`config.mk`:
```
export PLATFORM = sky130hd
export DESIGN_NAME = compressor_feed_ctrl
export DESIGN_NICKNAME = d
export VERILOG_FILES = /design/src/rtl/compressor_feed_ctrl.sv
export SDC_FILE = /design/constraint.sdc
export NUM_CORES = 1
export LEC_CHECK = 0
export ABC_AREA = 1
export CAP_MARGIN = 20
export CORE_ASPECT_RATIO = 0.8
export CORE_MARGIN = 2
export CORE_UTILIZATION = 30
export CTS_BUF_LIST = sky130_fd_sc_hd__clkbuf_16
export DETAILED_ROUTE_END_ITERATION = 10
export PLACE_DENSITY = 0.59
export SYNTH_ARGS = -nofsm -noshare
export SYNTH_HDL_FRONTEND = slang
export SYNTH_SLANG_ARGS = --single-unit
```
`constraint.sdc`:
```
create_clock -name clk -period 2 [get_ports clk]
set_clock_uncertainty 0.2 [all_clocks]
set_input_delay 0.4 -clock clk [delete_from_list [all_inputs] [get_ports clk]]
set_output_delay 0.4 -clock clk [all_outputs]
set_load 0.05 [all_outputs]
```
`src/rtl/compressor_feed_ctrl.sv`:
```
// Column-beat feeder for a serial compressor harness: shifts DEPTH column beats
// into the lanes, waits out the compressor latency, then holds the result until taken.
module compressor_feed_ctrl #(
  parameter int unsigned LANES = 32,
  parameter int unsigned DEPTH = 32,
  parameter int unsigned OUT_W = 37,
  parameter int unsigned LAT   = 0
) (
  input  logic             clk,
  input  logic             rst_n,
  input  logic             in_valid,
  output logic             in_ready,
  input  logic [LANES-1:0] in_col,
  output logic             shift_en,
  output logic [LANES-1:0] shift_bits,
  input  logic [OUT_W-1:0] dst,
  output logic             res_valid,
  input  logic             res_ready,
  output logic [OUT_W-1:0] res_data,
  output logic             busy,
  output logic [15:0]      done_cnt
);

  localparam int unsigned BCNT_W = 6;
  localparam int unsigned WCNT_W = 4;
  localparam int unsigned DONE_W = 16;

  typedef enum logic [1:0] {IDLE, LOAD, WAIT, HOLD} state_t;

  state_t              state, state_next;
  logic [BCNT_W-1:0]   beat_cnt, beat_cnt_next;
  logic [WCNT_W-1:0]   wait_cnt, wait_cnt_next;
  logic                res_valid_next;
  logic [OUT_W-1:0]    res_data_next;
  logic [DONE_W-1:0]   done_cnt_next;
  logic                busy_next;

  // Beat acceptance is combinational so the harness shifts on the accepting edge;
  // gating with rst_n keeps the input closed while reset is held.
  assign in_ready   = rst_n & ((state == IDLE) | (state == LOAD));
  assign shift_en   = in_valid & in_ready;
  assign shift_bits = shift_en ? in_col : LANES'(0);

  // State and registered outputs
  always_ff @(posedge clk or negedge rst_n) begin
    if (!rst_n) begin
      state     <= IDLE;
      beat_cnt  <= '0;
      wait_cnt  <= '0;
      res_valid <= 1'b0;
      res_data  <= '0;
      done_cnt  <= '0;
      busy      <= 1'b0;
    end else begin
      state     <= state_next;
      beat_cnt  <= beat_cnt_next;
      wait_cnt  <= wait_cnt_next;
      res_valid <= res_valid_next;
      res_data  <= res_data_next;
      done_cnt  <= done_cnt_next;
      busy      <= busy_next;
    end
  end

  // Next-state and next-output logic
  always_comb begin
    state_next     = state;
    beat_cnt_next  = beat_cnt;
    wait_cnt_next  = wait_cnt;
    res_valid_next = res_valid;
    res_data_next  = res_data;
    done_cnt_next  = done_cnt;

    unique case (state)
      IDLE: begin
        if (shift_en) begin
          if (DEPTH == 1) begin
            state_next = WAIT;
          end else begin
            state_next    = LOAD;
            beat_cnt_next = BCNT_W'(1);
          end
        end
      end
      LOAD: begin
        if (shift_en) begin
          if (beat_cnt == BCNT_W'(DEPTH - 1)) begin
            state_next    = WAIT;
            beat_cnt_next = '0;
          end else begin
            beat_cnt_next = beat_cnt + BCNT_W'(1);
          end
        end
      end
      WAIT: begin
        if (wait_cnt == WCNT_W'(LAT)) begin
          state_next     = HOLD;
          wait_cnt_next  = '0;
          res_data_next  = dst;
          res_valid_next = 1'b1;
        end else begin
          wait_cnt_next = wait_cnt + WCNT_W'(1);
        end
      end
      HOLD: begin
        if (res_ready) begin
          state_next     = IDLE;
          res_valid_next = 1'b0;
          done_cnt_next  = done_cnt + DONE_W'(1);
        end
      end
      default: state_next = IDLE;
    endcase

    busy_next = (state_next != IDLE);
  end

endmodule
```
==> results of run 1 <==
==> registers in the layout (all words and copies together) (netlist names) <==
register,count
wait_cnt,4
state,2
res_data,37
done_cnt,16
beat_cnt,6
busy,1
res_valid,1
==> final cells by class <==
class | count | area, um^2
clock inverter | 6 | 58.8
multi-input combinational | 290 | 1520
clock buffer | 9 | 225
timing repair buffer | 178 | 2020
sequential | 67 | 1680
tap | 144 | 180
fill | 1008 | 4830
inverter | 67 | 254
==> cell families after synthesis <==
family / after synthesis / synth area share
compound gates: 9 / 0.0160
buf+inv: 79 / 0.106
flops: 67 / 0.510
xor+xnor: 10 / 0.0266
simple gates: 267 / 0.326
fa+ha+maj: 4 / 0.0152
==> cell usage after synthesis <==
cell / number / area [um^2]
sky130_fd_sc_hd__nand3_1: 18 / 90.1
sky130_fd_sc_hd__o21ai_0: 2 / 10.0
sky130_fd_sc_hd__nand3b_1: 1 / 7.51
sky130_fd_sc_hd__nor2_1: 59 / 221
sky130_fd_sc_hd__nand2_2: 2 / 12.5
sky130_fd_sc_hd__nand3_2: 1 / 10.0
sky130_fd_sc_hd__o21bai_1: 1 / 7.51
sky130_fd_sc_hd__nand2_1: 175 / 657
sky130_fd_sc_hd__nand4_1: 8 / 50.1
sky130_fd_sc_hd__a21oi_1: 4 / 20.0
sky130_fd_sc_hd__nor2_4: 1 / 11.3
sky130_fd_sc_hd__inv_2: 2 / 7.51
sky130_fd_sc_hd__buf_4: 5 / 37.5
sky130_fd_sc_hd__nor2_2: 2 / 12.5
sky130_fd_sc_hd__dfrtp_1: 67 / 1680
sky130_fd_sc_hd__ha_1: 4 / 50.1
sky130_fd_sc_hd__clkbuf_1: 1 / 3.75
sky130_fd_sc_hd__o211ai_1: 2 / 15.0
sky130_fd_sc_hd__buf_6: 4 / 45.0
sky130_fd_sc_hd__xor2_1: 7 / 61.3
sky130_fd_sc_hd__inv_1: 65 / 244
sky130_fd_sc_hd__xnor2_1: 3 / 26.3
sky130_fd_sc_hd__buf_2: 2 / 10.0
==> worst min path at each step <==
stage                     depth (start not counted)  slack [ns]            to
final                                             2        0.17  res_data[31]
after detailed placement                          2        0.26  res_data[31]
after CTS                                         2        0.20  res_data[31]
after floorplan                                   0        -0.1   beat_cnt[0]
after global routing                              2        0.25     res_valid
after global placement                            2        0.26  res_data[21]
==> per-layer routing <==
layer	wire, um	up-vias	track usage
met5	0	-	0
met4	157	0	0.0501
met3	626	14	0.0558
met2	4270	89	0.246
met1	4290	1509	0.225
li1	-	1649	-
==> critical path, delay by kind of cell, from the launching register on <==
kind,cells,cell delay [ns]
buf+inv,4,0.53
simple gates,2,0.20
flops,1,0.38
==> timing repair <==
action                                  4_1_cts  5_1_grt
pin swaps                                     3        0
resized for setup                             9        2
endpoints found under the setup margin       33       32
gates cloned                                  1        0
buffers inserted                              5        1
endpoints found under the hold margin         0        0
==> power breakdown <==
group	internal (mW)	switching [mW]
Clock	0.947	0.562
Combinational	1.42	2.82
Sequential	1.85	0.344
Total	4.22	3.73
==> through the flow <==
stage	power, mW	area (um^2)
floorplan	4.88	3510
global placement	6.39	5590
detailed placement	6.43	5590
CTS	8.02	5910
global route	8.40	5930
finish	7.95	5930
==> summary by stage, run 1 <==
Clock network
The root buffer cell chosen for the clock tree is sky130_fd_sc_hd__clkbuf_16. At the later pin of the worst-skew pair, clock insertion delay measures 0.33 ns. Clock-pin slew was measured on the worst setup and hold paths at 0.06 ns.

The TritonCTS clock tree is yes. CTS built an H-tree with a depth of 3. The number of clock sinks is 67. Buffers inserted during clock tree synthesis total 9. Buffers inserted to repair hold after CTS numbered 0.

The largest buffer count on any clock path is 2.

Cells and area
The number of non-filler instances in the completed layout is 761. At the end of the flow the core is filled with cells to 0.551. The area growth from synthesis to layout is 80.4%. The number of inserted diodes is 0. The ratio of cells with drive above 1 in the final layout is 0.264. Leaving out fill and tap cells, the most frequent cells in the layout are sky130_fd_sc_hd__nand2_1 (175), sky130_fd_sc_hd__clkdlybuf4s50_1 (70), sky130_fd_sc_hd__dfrtp_1 (67), sky130_fd_sc_hd__buf_4 (65), sky130_fd_sc_hd__inv_1 (64). Leaving out fill and tap cells, the most frequent cell in the layout is sky130_fd_sc_hd__nand2_1. The final net count is 690.

Hold path
The class of the worst hold path is in -> async.

Setup path
In this design, the critical path's most frequently occurring cell is sky130_fd_sc_hd__buf_12. For this run, the slowest stage of the critical path takes 0.38 ns. The worst register-to-register path begins at wait_cnt[0]. The data arrival time of the worst path is 1.44 ns. The slowest cell on the critical path is sky130_fd_sc_hd__dfrtp_1. The kind of capture point of the worst setup path is a primary output. The most critical setup path has its endpoint at shift_bits[19]. The register-to-register setup slack is 0.28 ns. In this run the worst setup path begins at state[1]. The critical path goes through inv_2, nand3_4, buf_6, buf_12, nor2_4, buf_12. The number of cells traversed by the worst register-to-register path is 8. The critical path required time is 1.40 ns. The worst register-to-register path ends at res_data[9]. The sort of element at the start of the critical path is a register.

The largest fanout of any net on the critical path is 6. The worst setup path category is reg -> out.

Power and ir drop
The worst vdd rail ir drop is 989 uV. In this run the power density over the cells is 1340 nW/um^2. In this run the static leakage power is 2.98 nW.

Routing
The violation count after the first detailed-routing iteration is 156. In the routed layout, each cell is associated on average with a via count of 4.29. The routed wirelength normalized by instance count is 12.3 um. Detailed routing inserted a total of 3,261 vias. The post-route DRC violation count is 0. The detailed-routing iteration count for the pre-antenna-repair pass is 4. The number of nets still failing antenna checks after routing is 0. The detailed-route wire length is 9.35 mm.

Status
The checks that failed: setup timing. The run finished, with violations left.

Timing
The number of pins with negative max-slew slack in the final report is 0. For the pin with the worst max-slew slack, the measured transition is 0.834 ns. Once routing completed, OpenROAD measured the worst setup slack at -0.0422 ns.

Based on the critical path, the design can be clocked at up to 490 MHz. Of the available clock period, the critical path in the final layout requires 1.02. The count of final hold-check violations is 0. Setup violations remaining at the end of the flow were counted as 16. The final sum of negative setup slack is -0.498 ns.

The final hold slack is 0.165 ns. Setup repair after global routing could not meet its margin everywhere. Headroom to the max-slew limit came out at 0.444. Counting I/O delays and the setup requirement, the final critical path takes 2.04 ns.

Floorplanning
For this configuration, the core starts out at a cell density of 0.305. After floorplanning, the core was sized to cover 10,800 um^2. 162 I/O pins were placed. The height of the die is 97.6 um. The x dimension of the die is 121 um. The die outline area is 11,800 um^2. The floorplan has 34 rows.

Yosys
The average size of a mapped cell is 7.54 um^2. The part of the Yosys area used for sequential elements is 0.510. The number of warning messages in the yosys log is 0.

The post-synthesis instance area is 3290 um^2. The gate count of the mapped netlist is 436. The net count of the mapped netlist is 513. The post-synthesis sequential element count is 67. The number of different library cells used by synthesis comes to 23.

Global routing
The number of global-route vias before repair is 3,169. The combined global-route utilization of all metal layers is 0.165. Entering global routing, the biggest net connects 68 pins. The initial antenna violation count is 0.

The global-route wire length before repair is 15.4 mm. Summed over all layers, the global routing overflow is 0.

Place
In this run the tool buffered the top-level ports with 161 buffer cells. The wire-length estimate of the detail-placed layout is 7.11 mm. The post-placement setup slack is -0.176 ns. At the end of routability-driven placement, the weighted congestion stood at 0.883. The cell count after placement is 742.

Run
Across the run, the number of max-cap violations was 0.
No activity file was read; power rests on OpenSTA's default activity.
==> run 2: changes to the inputs <==
CTS_CLUSTER_SIZE = 8   (was unset)
PLACE_DENSITY = unset   (was 0.59)
==> run 2 against run 1 <==
Against the previous run:
- the flow still finishes with violations (setup timing)
- setup slack got worse by 0.046 ns
- non-clock buffer count increased by 6
- global-route usage increased by 0.63 points
- critical path depth unchanged
- final cell count increased by 0.79%
- sequential cell count unchanged
- sequential power about the same
- count of clock-buffer cells in the layout unchanged
==> summary by stage, run 2 (same netlist as run 1, synthesis figures left out) <==
Status
The flow ran to the end, but the final reports show violations. The checks that failed: setup timing.

Floorplanning
The row count is 34. The height of the die is 97.6 um. The x dimension of the die is 121 um. 162 I/O pins were placed. The initial utilization of the core area, before any placement, comes to 0.305.

The die outline area is 11,800 um^2. The floorplan core area is 10,800 um^2.

Clock network
The number of clock sinks is 67. In this run the deepest clock path goes through 2 buffers. The cell at the root of the clock tree is sky130_fd_sc_hd__clkbuf_16. The latest clock arrival within the worst-skew pair is 0.33 ns. After clock tree synthesis, the clock-pin slew on the worst setup and hold paths is 0.06 ns. The H-tree depth is 3. TritonCTS created 9 clock buffers.

After clock tree synthesis, the flow added hold-fix buffers numbering 0. TritonCTS built the clock tree.

Cells and area
The final core area utilization is 0.562. The library cell used most frequently in the layout, excluding fill and tap cells, is sky130_fd_sc_hd__nand2_1. In the layout the commonest cells are sky130_fd_sc_hd__nand2_1 (175), sky130_fd_sc_hd__clkdlybuf4s50_1 (70), sky130_fd_sc_hd__buf_4 (68), sky130_fd_sc_hd__dfrtp_1 (67), sky130_fd_sc_hd__inv_1 (64). The relative area change from synthesis to final layout is 84.1%. The flip-flop count of the largest register, all copies and words added is 37. Ranked by flip-flop count, first place goes to res_data. The number of inserted diodes is 0. The largest registers in the layout are res_data x37, done_cnt x16, beat_cnt x6. The number of non-filler instances in the completed layout is 767.

The final net count is 696. Of the cells placed in the final design, the portion with a size suffix greater than 1 is 0.271.

Place
The post-placement setup slack is -0.170 ns. The count of buffers added on input and output ports is 161. The HPWL after detailed placement is 7.18 mm.

Routability-driven placement finished with a final weighted congestion of 0.769. The cell count after placement is 742.

Setup path
The kind of capture point of the worst setup path is a primary output. The slowest cell on the critical path is sky130_fd_sc_hd__dfrtp_1. The number of cells traversed by the worst register-to-register path is 10.

The delay of the slowest cell on the worst path is 0.39 ns. The sort of element at the start of the critical path is a register. The setup path with the least slack is of type reg -> out. The signal on the critical path passes through inv_2, nand3_4, buf_6, buf_12, nor2_4, buf_12.

The combined buffer and inverter count along the critical path is 4. The worst register-to-register path begins at state[1]. The kind of cell with the highest combined delay along the critical path is buffers and inverters. The endpoint identified for the worst register-to-register timing path is busy.

The data arrival time of the worst path is 1.49 ns. In this run the register-to-register setup slack is 0.12 ns. The largest fanout of any net on the critical path is 6. In this design, the critical path's most frequently occurring cell is sky130_fd_sc_hd__buf_12. Data on the critical path is required at its endpoint by 1.40 ns.

Timing
The fmax is 479 MHz. Hold is met by 0.151 ns. The max-slew headroom at the worst pin is 0.442. Setup repair after global routing could not meet its margin everywhere. The number of pins with negative max-slew slack in the final report is 0.

The fraction of the cycle the final worst path needs is 1.04. Setup violations remaining at the end of the flow were counted as 32. At the pin with the least slew margin, the transition time is 0.836 ns. The final critical delay including setup and external delays is 2.09 ns. The count of final hold-check violations is 0. The worst path setup slack after routing is -0.0881 ns.

Routing
The vias per cell is 4.23. The routed wirelength normalized by instance count is 12.5 um. The number of nets still failing antenna checks after routing is 0.

Across all layers, the routed design uses 3,248 vias. The post-route DRC violation count is 0. After the first detailed-routing iteration, the DRC count stood at 111. Before antenna repair, the detailed router went through 4 iterations. The detailed-route wire length is 9.56 mm.

Power and ir drop
VDD sags by at most 939 uV. The power consumption is 8.27 mW. The static leakage is 3.05 nW.

Dividing total power by cell area gives a power density of 1370 nW/um^2.

Global routing
The pin count of the biggest net entering global routing is 68. The number of global-route vias before repair is 3,189. The global-route wire length before repair is 15.9 mm.

The total overflow left after global routing is 0. The initial antenna violation count is 0. The combined global-route utilization of all metal layers is 0.171.

Hold path
The worst hold path belongs to the class in -> async.

Run
The tool flagged a number of max-cap violations equal to 0.
-- run 2: cell type report --
| cell class | count | area (um^2) |
|---|---|---|
| Clock inverter | 6 | 106 |
| Tap cell | 144 | 180 |
| Timing Repair Buffer | 184 | 2090 |
| Inverter | 67 | 254 |
| Fill cell | 953 | 4710 |
| Sequential cell | 67 | 1680 |
| Clock buffer | 9 | 225 |
| Multi-Input combinational cell | 290 | 1520 |
-- run 2: report_power, final --
group | switching (mW) | leakage, nW | internal, mW | total (mW)
registers | 0.348 | 0.840 | 1.85 | 2.20
logic | 2.84 | 2.04 | 1.45 | 4.30
clock network | 0.571 | 0.164 | 1.20 | 1.77
total | 3.76 | 3.05 | 4.51 | 8.27
-- run 2: worst max-delay path by stage --
stage / slack (ns) / cells past startpoint / endpoint / from
after floorplan: -0.09 / 4 / shift_bits[0] / state[1]
after global placement: -0.15 / 5 / shift_bits[30] / in_valid
after detailed placement: -0.17 / 5 / shift_bits[23] / in_valid
after CTS: -0.12 / 6 / shift_bits[31] / state[1]
after global routing: -0.15 / 6 / shift_bits[10] / state[1]
final: -0.09 / 6 / shift_bits[10] / state[1]
-- run 2: layer usage --
layer,part of all wire,track usage,vias up
met4,0.018,0.0608,0
met3,0.063,0.0563,16
met5,0,0,-
met1,0.44,0.228,1479
met2,0.48,0.259,93
li1,-,-,1660
-- run 2: timing repair --
item / CTS / global route
endpoints found under the setup margin: 33 / 33
gates cloned: 2 / 0
gates resized for setup: 13 / 4
buffers inserted: 5 / 3
endpoints found under the hold margin: 0 / 0
pin swaps: 3 / 2
-- run 2: stage by stage --
step | TNS (ns) | area [um^2]
2_1_floorplan | -0.271 | 3510
3_3_place_gp | -3.97 | 5550
3_5_place_dp | -3.68 | 5550
4_1_cts | -2.83 | 6020
5_1_grt | -4.06 | 6050
6_report | -1.75 | 6050
==> run 3: changes to the inputs <==
ABC_CLOCK_PERIOD_IN_PS = 2000   (was unset)
==> results of run 3 <==
No change in the layout: final DEF, timing and power equal those of run 2.
